## src/rtl/sync_fifo.sv

```systemverilog
// Single-clock FIFO with registered read data and a count-based empty/full.
// Optional sticky overflow/underflow flags are built when SYNC_FIFO_ERR_EN is defined.
module sync_fifo #(
    parameter int DEPTH = 4,
    parameter int WIDTH = 8
) (
    input  logic             i_clock,
    input  logic             i_reset_n,
    input  logic             i_write,
    input  logic [WIDTH-1:0] i_wdata,
    input  logic             i_read,
    output logic [WIDTH-1:0] o_rdata,
    output logic             o_empty,
    output logic             o_full
`ifdef SYNC_FIFO_ERR_EN
    ,
    output logic             o_overflow,
    output logic             o_underflow
`endif
);

    localparam int AW = (DEPTH > 1) ? $clog2(DEPTH) : 1;
    localparam int CW = $clog2(DEPTH + 1);

    logic [WIDTH-1:0] mem [DEPTH];
    logic [AW-1:0]    wptr;
    logic [AW-1:0]    rptr;
    logic [CW-1:0]    count;

    logic rd_accept;
    logic wr_accept;

    // Handshake: a pop is taken whenever i_read=1 and the FIFO is not empty;
    // a push is taken whenever i_write=1 and there is room, where a same-edge
    // pop frees the slot of a full FIFO. Refused requests leave no trace.
    assign o_empty   = (count == '0);
    assign o_full    = (count == CW'(DEPTH));
    assign rd_accept = i_read && !o_empty;
    assign wr_accept = i_write && (!o_full || rd_accept);

    // Storage is deliberately left out of reset; pointers make stale data unreachable.
    always_ff @(posedge i_clock) begin
        if (wr_accept && i_reset_n) begin
            mem[wptr] <= i_wdata;
        end
    end

    always_ff @(posedge i_clock or negedge i_reset_n) begin
        if (!i_reset_n) begin
            wptr    <= '0;
            rptr    <= '0;
            count   <= '0;
            o_rdata <= '0;
        end else begin
            if (wr_accept) begin
                wptr <= wptr + AW'(1);
            end
            if (rd_accept) begin
                rptr    <= rptr + AW'(1);
                o_rdata <= mem[rptr];
            end
            case ({wr_accept, rd_accept})
                2'b10:   count <= count + CW'(1);
                2'b01:   count <= count - CW'(1);
                default: count <= count;
            endcase
        end
    end

`ifdef SYNC_FIFO_ERR_EN
    always_ff @(posedge i_clock or negedge i_reset_n) begin
        if (!i_reset_n) begin
            o_overflow  <= 1'b0;
            o_underflow <= 1'b0;
        end else begin
            if (i_write && !wr_accept) begin
                o_overflow <= 1'b1;
            end
            if (i_read && o_empty) begin
                o_underflow <= 1'b1;
            end
        end
    end
`endif

endmodule

```

## config.mk

```make
export PLATFORM = sky130hd
export DESIGN_NAME = sync_fifo
export DESIGN_NICKNAME = d
export VERILOG_FILES = /design/src/rtl/sync_fifo.sv
export SDC_FILE = /design/constraint.sdc
export NUM_CORES = 1
export LEC_CHECK = 0
export ABC_AREA = 1
export BUFFER_PORTS_ARGS = -buffer_cell sky130_fd_sc_hd__buf_2
export CORE_ASPECT_RATIO = 1.75
export CORE_MARGIN = 2
export CORE_UTILIZATION = 50
export CTS_CLUSTER_SIZE = 12
export DETAILED_ROUTE_END_ITERATION = 6
export GPL_TIMING_DRIVEN = 0
export MAX_ROUTING_LAYER = met4
export PLACE_DENSITY = 0.7
export SYNTH_ARGS = -nofsm -noshare
export SYNTH_HDL_FRONTEND = slang
export SYNTH_SLANG_ARGS = --single-unit
export TNS_END_PERCENT = 50
```

## constraint.sdc

```tcl
create_clock -name i_clock -period 4.4 [get_ports i_clock]
set_input_delay 0.66 -clock i_clock [delete_from_list [all_inputs] [get_ports i_clock]]
set_output_delay 0.66 -clock i_clock [all_outputs]
set_load 0.01 [all_outputs]
```

# Word-level counts from Yosys, hierarchy flattened

Memories as Yosys holds them, arrays and structs flattened. A register that Yosys moved wholly into a read port is not among the register bits.
Index checks and enable logic that the tools add are counted.

Memories: 1
Bits in registers: 7
Bits in writable memories: 32
Input port bits: 12

Memory list:

| name | depth | width | read ports | clocked after memory_dff | write ports | line | text |
|---|---|---|---|---|---|---|---|
| mem  | 4     | 8     | 1          | 1                        | 1           | 25   | `logic [WIDTH-1:0] mem [DEPTH];` |

Muxes and demuxes: 3
Equal/unequal tests: 3
Add/subtract/negate cells: 4
Reduce and logical (&&, ||, !) cells: 9

Operators with widths:

| cell                | count |
|---|---|
| $pmux 3 s2          | 1 |
| $add 2x1->2 const B | 2 |
| $add 3x1->3 const B | 1 |
| $eq 3x3->1 const B  | 1 |
| $logic_and 1x1->1   | 3 |
| $logic_not 1->1     | 3 |
| $logic_not 3->1     | 1 |
| $sub 3x1->3 const B | 1 |
| $eq 2x1->1 const B  | 1 |
| $eq 2x2->1 const B  | 1 |
| $mux 1              | 2 |
| $reduce_bool 2->1   | 1 |
| $logic_or 1x1->1    | 1 |

# Depth between registers and ports, before layout

Gate-level depths: netlist of the first run.

Word-level depth: 8
Mapped depth: 9

# Worst setup path after synthesis of the first run

OpenSTA, ideal clock, no wires.

Path kind: input-to-reg
Start point: input i_read
End point: memory mem[0][0], enable pin
Setup slack: 2,739 ps
Cell stages on the path: 4
Path buffers: 0
Arrival time: 1,291 ps
Cell sequence: nand2_4 -> nand2_1 -> nand3_1 -> nor2_1

Cells in the longest elaborated chain, start to end: 6

Ends and longest elaborated chain:

| item                         | line | text |
|---|---|---|
| start: declaration           | 11   | `input logic i_read,` |
| $logic_and 1x1->1            | 38   | `assign rd_accept = i_read && !o_empty;` |
| $logic_or 1x1->1             | 39   | `assign wr_accept = i_write && (!o_full \|\| rd_accept);` |
| $logic_and 1x1->1            | 39   |  |
| $logic_and 1x1->1            | 43   | `if (wr_accept && i_reset_n) begin` |
| $mux 1                       | 43   |  |
| $mux 1 (implied by the code) | 44   | `mem[wptr] <= i_wdata;` |
| end: declaration             | 25   |  |

No other way between the ends.

# Final worst setup path of the first run

Start point: input i_reset_n
End point: memory mem[0][7], enable pin

Cells in the longest elaborated chain, start to end: 3

Ends and longest elaborated chain:

| item                         | line | text |
|---|---|---|
| start: declaration           | 8    | `input logic i_reset_n,` |
| $logic_and 1x1->1            | 43   |  |
| $mux 1                       | 43   |  |
| $mux 1 (implied by the code) | 44   |  |

No other way between the ends.

==> out/results.ini, run 1 <==
[yosys]
synth_nets=187
synth_seq_cells=47
postSynthAreaPerCell_um2=11.5
yosys_warnings=0
seq_area_frac_synth=0.682
syn_inst=170
syn_area_um2=1960
ys_types=21

[clocking]
clkTransAtPathRegs_ns=0.08
clockBufferDepth=2
post_cts_buffers=0
clock_latency_ns=0.30
cts_max_level=2
ctsResizeCount=0
cts_tree=built
clock_sinks=47
root_buffer=clkbuf_8
ctsHoldBuffers=0
numCtsBuffers=5

[die]
initial_core_util=0.511
core_area_um2=3830
dieArea_um2=4450
rows=30
chipWidth_um=51.3
fp.dieH_um=86.8
ios=22

[sta]
relSlewSlack=0.476
worst_hold_slack_ns=0.271
skew_ns=0.00689
rsz0062_at_grt=false
max_freq_ghz=0.526
min_period_ns=1.90
tightestPinTransition_ns=0.783
slew_violations=0
finalSetupViolCount=0
period_share=0.432
finalHoldViolations=0
finalSetupTns_ns=0

[global_route]
met3_usage=0.0414
grt_pass1_vias=1327
gr-max-usage-layer=met2
grt_max_degree=17
met2_usage=0.342
grtUsageTotal=0.185
overflow=0
grt_pass1_wl_um=5780
use_met1=0.166
antenna_found_initial=0

[place]
postPlaceCellArea_um2=2120
hpwl_um=2630
place.gp.congestion=0.819
port_buffers=21
dp.cells=239

[layout]
fillers=333
nets=215
multi_input_area_um2=513
instances_no_fill=247
area_delta_synth_final_pct=13.9
drive_gt1_frac=0.196
diodes=0
final-seq-area_um2=1340
design_area_um2=2230

[drt]
ant_nets=0
postRouteWirelength_um=3400
remaining_drc_errors=0
num_vias=1237
wl_per_cell_um=13.8
dr.pass1.iters=4
drt-initial-drc-count=29
avgViaCountPerCell=5.01

[pwr]
ir_worst_vdd_mv=0.395
leakagePower_nw=0.923
p_per_area_nw_per_um2=640
finalPower_w=0.00143

[setup_path]
cp-end-kind=register
worstSetupPathType=input pin to register
cp.arrival_ns=1.83
start_kind=input pin
cp_max_fo=16
critical_path_required_ns=4.33

[worst_hold_path]
hp-class=input pin to asynchronous set/reset pin

[outcome]
status=finished clean

[job]
cap_viol_max_count=0

Yosys cell counts, drive strengths merged:
| cell type | instances | share of area |
|---|---|---|
| o21ai | 17 | 0.043 |
| ha | 4 | 0.026 |
| nor2 | 49 | 0.096 |
| nand2 | 10 | 0.026 |
| clkbuf | 1 | 0.0026 |
| a21oi | 1 | 0.0026 |
| buf | 4 | 0.017 |
| edfxtp | 32 | 0.49 |
| fa | 1 | 0.010 |
| dfrtp | 15 | 0.19 |
| inv | 18 | 0.036 |
| nand3 | 5 | 0.013 |
| xor2 | 3 | 0.013 |
| nand4 | 2 | 0.0064 |
| a31oi | 8 | 0.026 |
metrics by stage:
stage | worst slack (ns) | utilization
floorplan | 2.74 | -
global placement | 2.21 | 0.555
finish | 2.50 | 0.582
detailed placement | 2.13 | 0.555
global route | 2.37 | 0.582
CTS | 2.45 | 0.582
cell usage in the layout (no fill, tap or decap), types with 2 or more instances in the layout:
master / synthesis / final
o21ai_0: 17 / 17
nand2_2: 2 / 2
inv_1: 16 / 16
nand3_1: 5 / 5
buf_2: 0 / 21
dfrtp_1: 15 / 15
clkbuf_1: 0 / 2
a31oi_1: 8 / 8
nor2_2: 2 / 2
xor2_1: 3 / 3
ha_1: 4 / 4
nor2_1: 47 / 47
clkbuf_8: 0 / 5
nand4_1: 2 / 2
buf_4: 3 / 3
edfxtp_1: 32 / 32
nand2_1: 7 / 7
per-layer routing:
layer / vias to the layer above / share of wire
met3: 4 / 0.038
met2: 25 / 0.60
li1: 621 / -
met1: 587 / 0.34
met5: - / 0
met4: 0 / 0.025
critical path: stages:
cell and delay (ns):
buf_2 0.33, nand3_1 0.20, nor2_1 0.64
report_power, final:
group          internal (W)  switching (W)
sequential         0.000578      0.0000464
combinational      0.000189       0.000310
clock              0.000170       0.000133
sequential cells by signal, indices dropped and copies added, names as in the netlist:
| name | flops |
|---|---|
| mem | 32 |
| o_rdata | 8 |
| count | 3 |
| rptr | 2 |
| wptr | 2 |
cell families after synthesis:
family	Yosys count	synth area share
simple gates	66	0.141
flops	47	0.682
compound gates	26	0.0716
buf+inv	23	0.0556
fa+ha+maj	5	0.0358
xor+xnor	3	0.0134
cell type report:
type,count,share of cell area
clock buffer,7,0.0342
tap,48,0.0269
sequential,47,0.599
timing repair buffer,21,0.0471
buffer,5,0.0174
multi-input combinational,100,0.230
clock inverter,1,0.0135
inverter,18,0.0314
final timing paths:
check                      startpoint          to  slack, ns  cells after the start
max in group asynchronous   i_reset_n    count[0]       3.85                      1
min in group i_clock         count[0]    count[0]       0.53                      1
min                         i_reset_n  o_rdata[0]       0.27                      1
max                         i_reset_n   mem[0][7]       2.50                      3
min reg2reg                  count[0]    count[0]       0.53                      1
max reg2reg                  count[0]   mem[0][7]       2.51                      6
No activity file was read; power rests on OpenSTA's default activity.
==> run 2: changes to the inputs <==
==> constraint.sdc (replaced) <==
create_clock -name i_clock -period 1.78 [get_ports i_clock]
set_input_delay 0.267 -clock i_clock [delete_from_list [all_inputs] [get_ports i_clock]]
set_output_delay 0.267 -clock i_clock [all_outputs]
set_load 0.01 [all_outputs]
==> out/results.ini, run 2 (synthesized netlist as in run 1, its figures left out) <==
[sta]
max_freq_ghz=0.575
relSlewSlack=0.504
slew_violations=0
finalHoldViolations=0
rsz0062_at_grt=true
period_share=0.977
finalSetupViolCount=0
tightestPinTransition_ns=0.742
min_period_ns=1.74
skew_ns=0.00816

[die]
ios=22
dieArea_um2=4450
fp.dieH_um=86.8
chipWidth_um=51.3
core_area_um2=3830
rows=30
initial_core_util=0.511

[layout]
area_delta_synth_final_pct=15.0
drive_gt1_frac=0.220
instances_no_fill=248
final_cell_mix=nor2_1, edfxtp_1, buf_2
final-seq-area_um2=1340
largest_reg_flops=32
fillers=333
reg_top3=mem (32), o_rdata (8), count (3)
regMostFlops=mem
final_common_cell=nor2_1
diodes=0
utilization=0.588
multi_input_area_um2=526
nets=216

[setup_path]
worst_r2r_endpoint=mem[0][7]
slowest_delay_ns=0.44
worstSetupPathType=register to register
cp_num_cells=6
cp-endpoint=mem[0][7]
path_common_cell=nor2_2
rrSetupSlack_ns=0.04
cp_max_fo=8
startpoint=count[0]
cpMaxStageDelayCell=nor2_2
cp_top_family=simple AND/OR/NAND/NOR gates
start_kind=register
critical_path_required_ns=1.72
path_cells=nor2_2 -> nand2_2 -> nand2_4 -> nand2_1 -> nand3_1 -> nor2_2
worstReg2RegStart=count[0]
cp.buffers_inverters=0
r2r_cells=6
cp.arrival_ns=1.68
cp-end-kind=register

[drt]
dr.pass1.iters=4
avgViaCountPerCell=5.04
wl_per_cell_um=13.9
postRouteWirelength_um=3450
drt-initial-drc-count=29
ant_nets=0
num_vias=1251
remaining_drc_errors=0

[clocking]
root_buffer=clkbuf_8
clockBufferDepth=2
clock_sinks=47
cts_max_level=2
post_cts_buffers=0
clkTransAtPathRegs_ns=0.08
numCtsBuffers=5
clock_latency_ns=0.30
cts_tree=built

[place]
place.gp.congestion=0.819
hpwl_um=2630
dp.cells=239
port_buffers=21

[global_route]
overflow=0
antenna_found_initial=0
grt_max_degree=16
grt_pass1_vias=1331
grtUsageTotal=0.188
grt_pass1_wl_um=5850

[pwr]
leakagePower_nw=0.926
p_per_area_nw_per_um2=1570
ir_worst_vdd_mv=0.975

[worst_hold_path]
hp-class=input pin to register

[job]
cap_viol_max_count=0

[outcome]
status=finished clean

-- run 2: cell types whose count changed in the layout (fill, tap and decap cells not counted) --
cell / previous run / this run
nor2_2: 2 / 6
nor2_1: 47 / 43
dlygate4sd3_1: 0 / 1
fa_1: 1 / 0
fa_2: 0 / 1
-- run 2: power by group --
group	switching (W)	internal (W)	leakage, nW
logic	0.000776	0.000477	0.413
clock network	0.000327	0.000420	0.0524
registers	0.000114	0.00143	0.461
total	0.00122	0.00232	0.926
-- run 2: layer usage --
metal	GRT usage	vias to the layer above	part of all wire
met1	0.177	597	0.36
met2	0.341	27	0.58
met3	0.0414	4	0.038
met4	0.103	0	0.025
met5	-	-	0
li1	-	623	-
-- run 2: worst min-delay path by stage --
stage | startpoint | end | slack [ns] | cells past startpoint
after floorplan | i_reset_n | count[0] | -0.03 | 0
after global placement | i_reset_n | o_rdata[4] | 0.20 | 1
after detailed placement | i_reset_n | o_rdata[5] | 0.21 | 1
after CTS | i_wdata[1] | mem[0][1] | 0.18 | 1
after global routing | i_wdata[1] | mem[0][1] | 0.18 | 1
final | i_wdata[5] | mem[2][5] | 0.19 | 1
-- run 2: what timing repair did --
item                       in CTS  in global routing
hold buffers                    1                  0
hold endpoints to repair       15                  0
setup endpoints to repair      32                 33
gates cloned                    0                  0
gates resized for setup         1                  4
-- run 2: cell type report --
type | count | area share
Buffer | 5 | 0.0172
Clock buffer | 7 | 0.0339
Clock inverter | 1 | 0.0133
Inverter | 18 | 0.0311
Multi-Input combinational cell | 100 | 0.233
Sequential cell | 47 | 0.593
Tap cell | 48 | 0.0267
Timing Repair Buffer | 22 | 0.0511
-- run 2: through the flow --
stage               instance area (um^2)  setup TNS, ns  hold WS [ns]  total power (W)  worst slack (ns)
finish                              2250              0         0.186          0.00354            0.0413
global route                        2250          -2.34         0.175          0.00381           -0.0975
CTS                                 2240          -2.11         0.175          0.00357            -0.108
detailed placement                  2120          -2.87         0.208          0.00282            -0.134
global placement                    2120          -1.16         0.201          0.00274           -0.0428
floorplan                           1960              0       -0.0286          0.00245             0.236
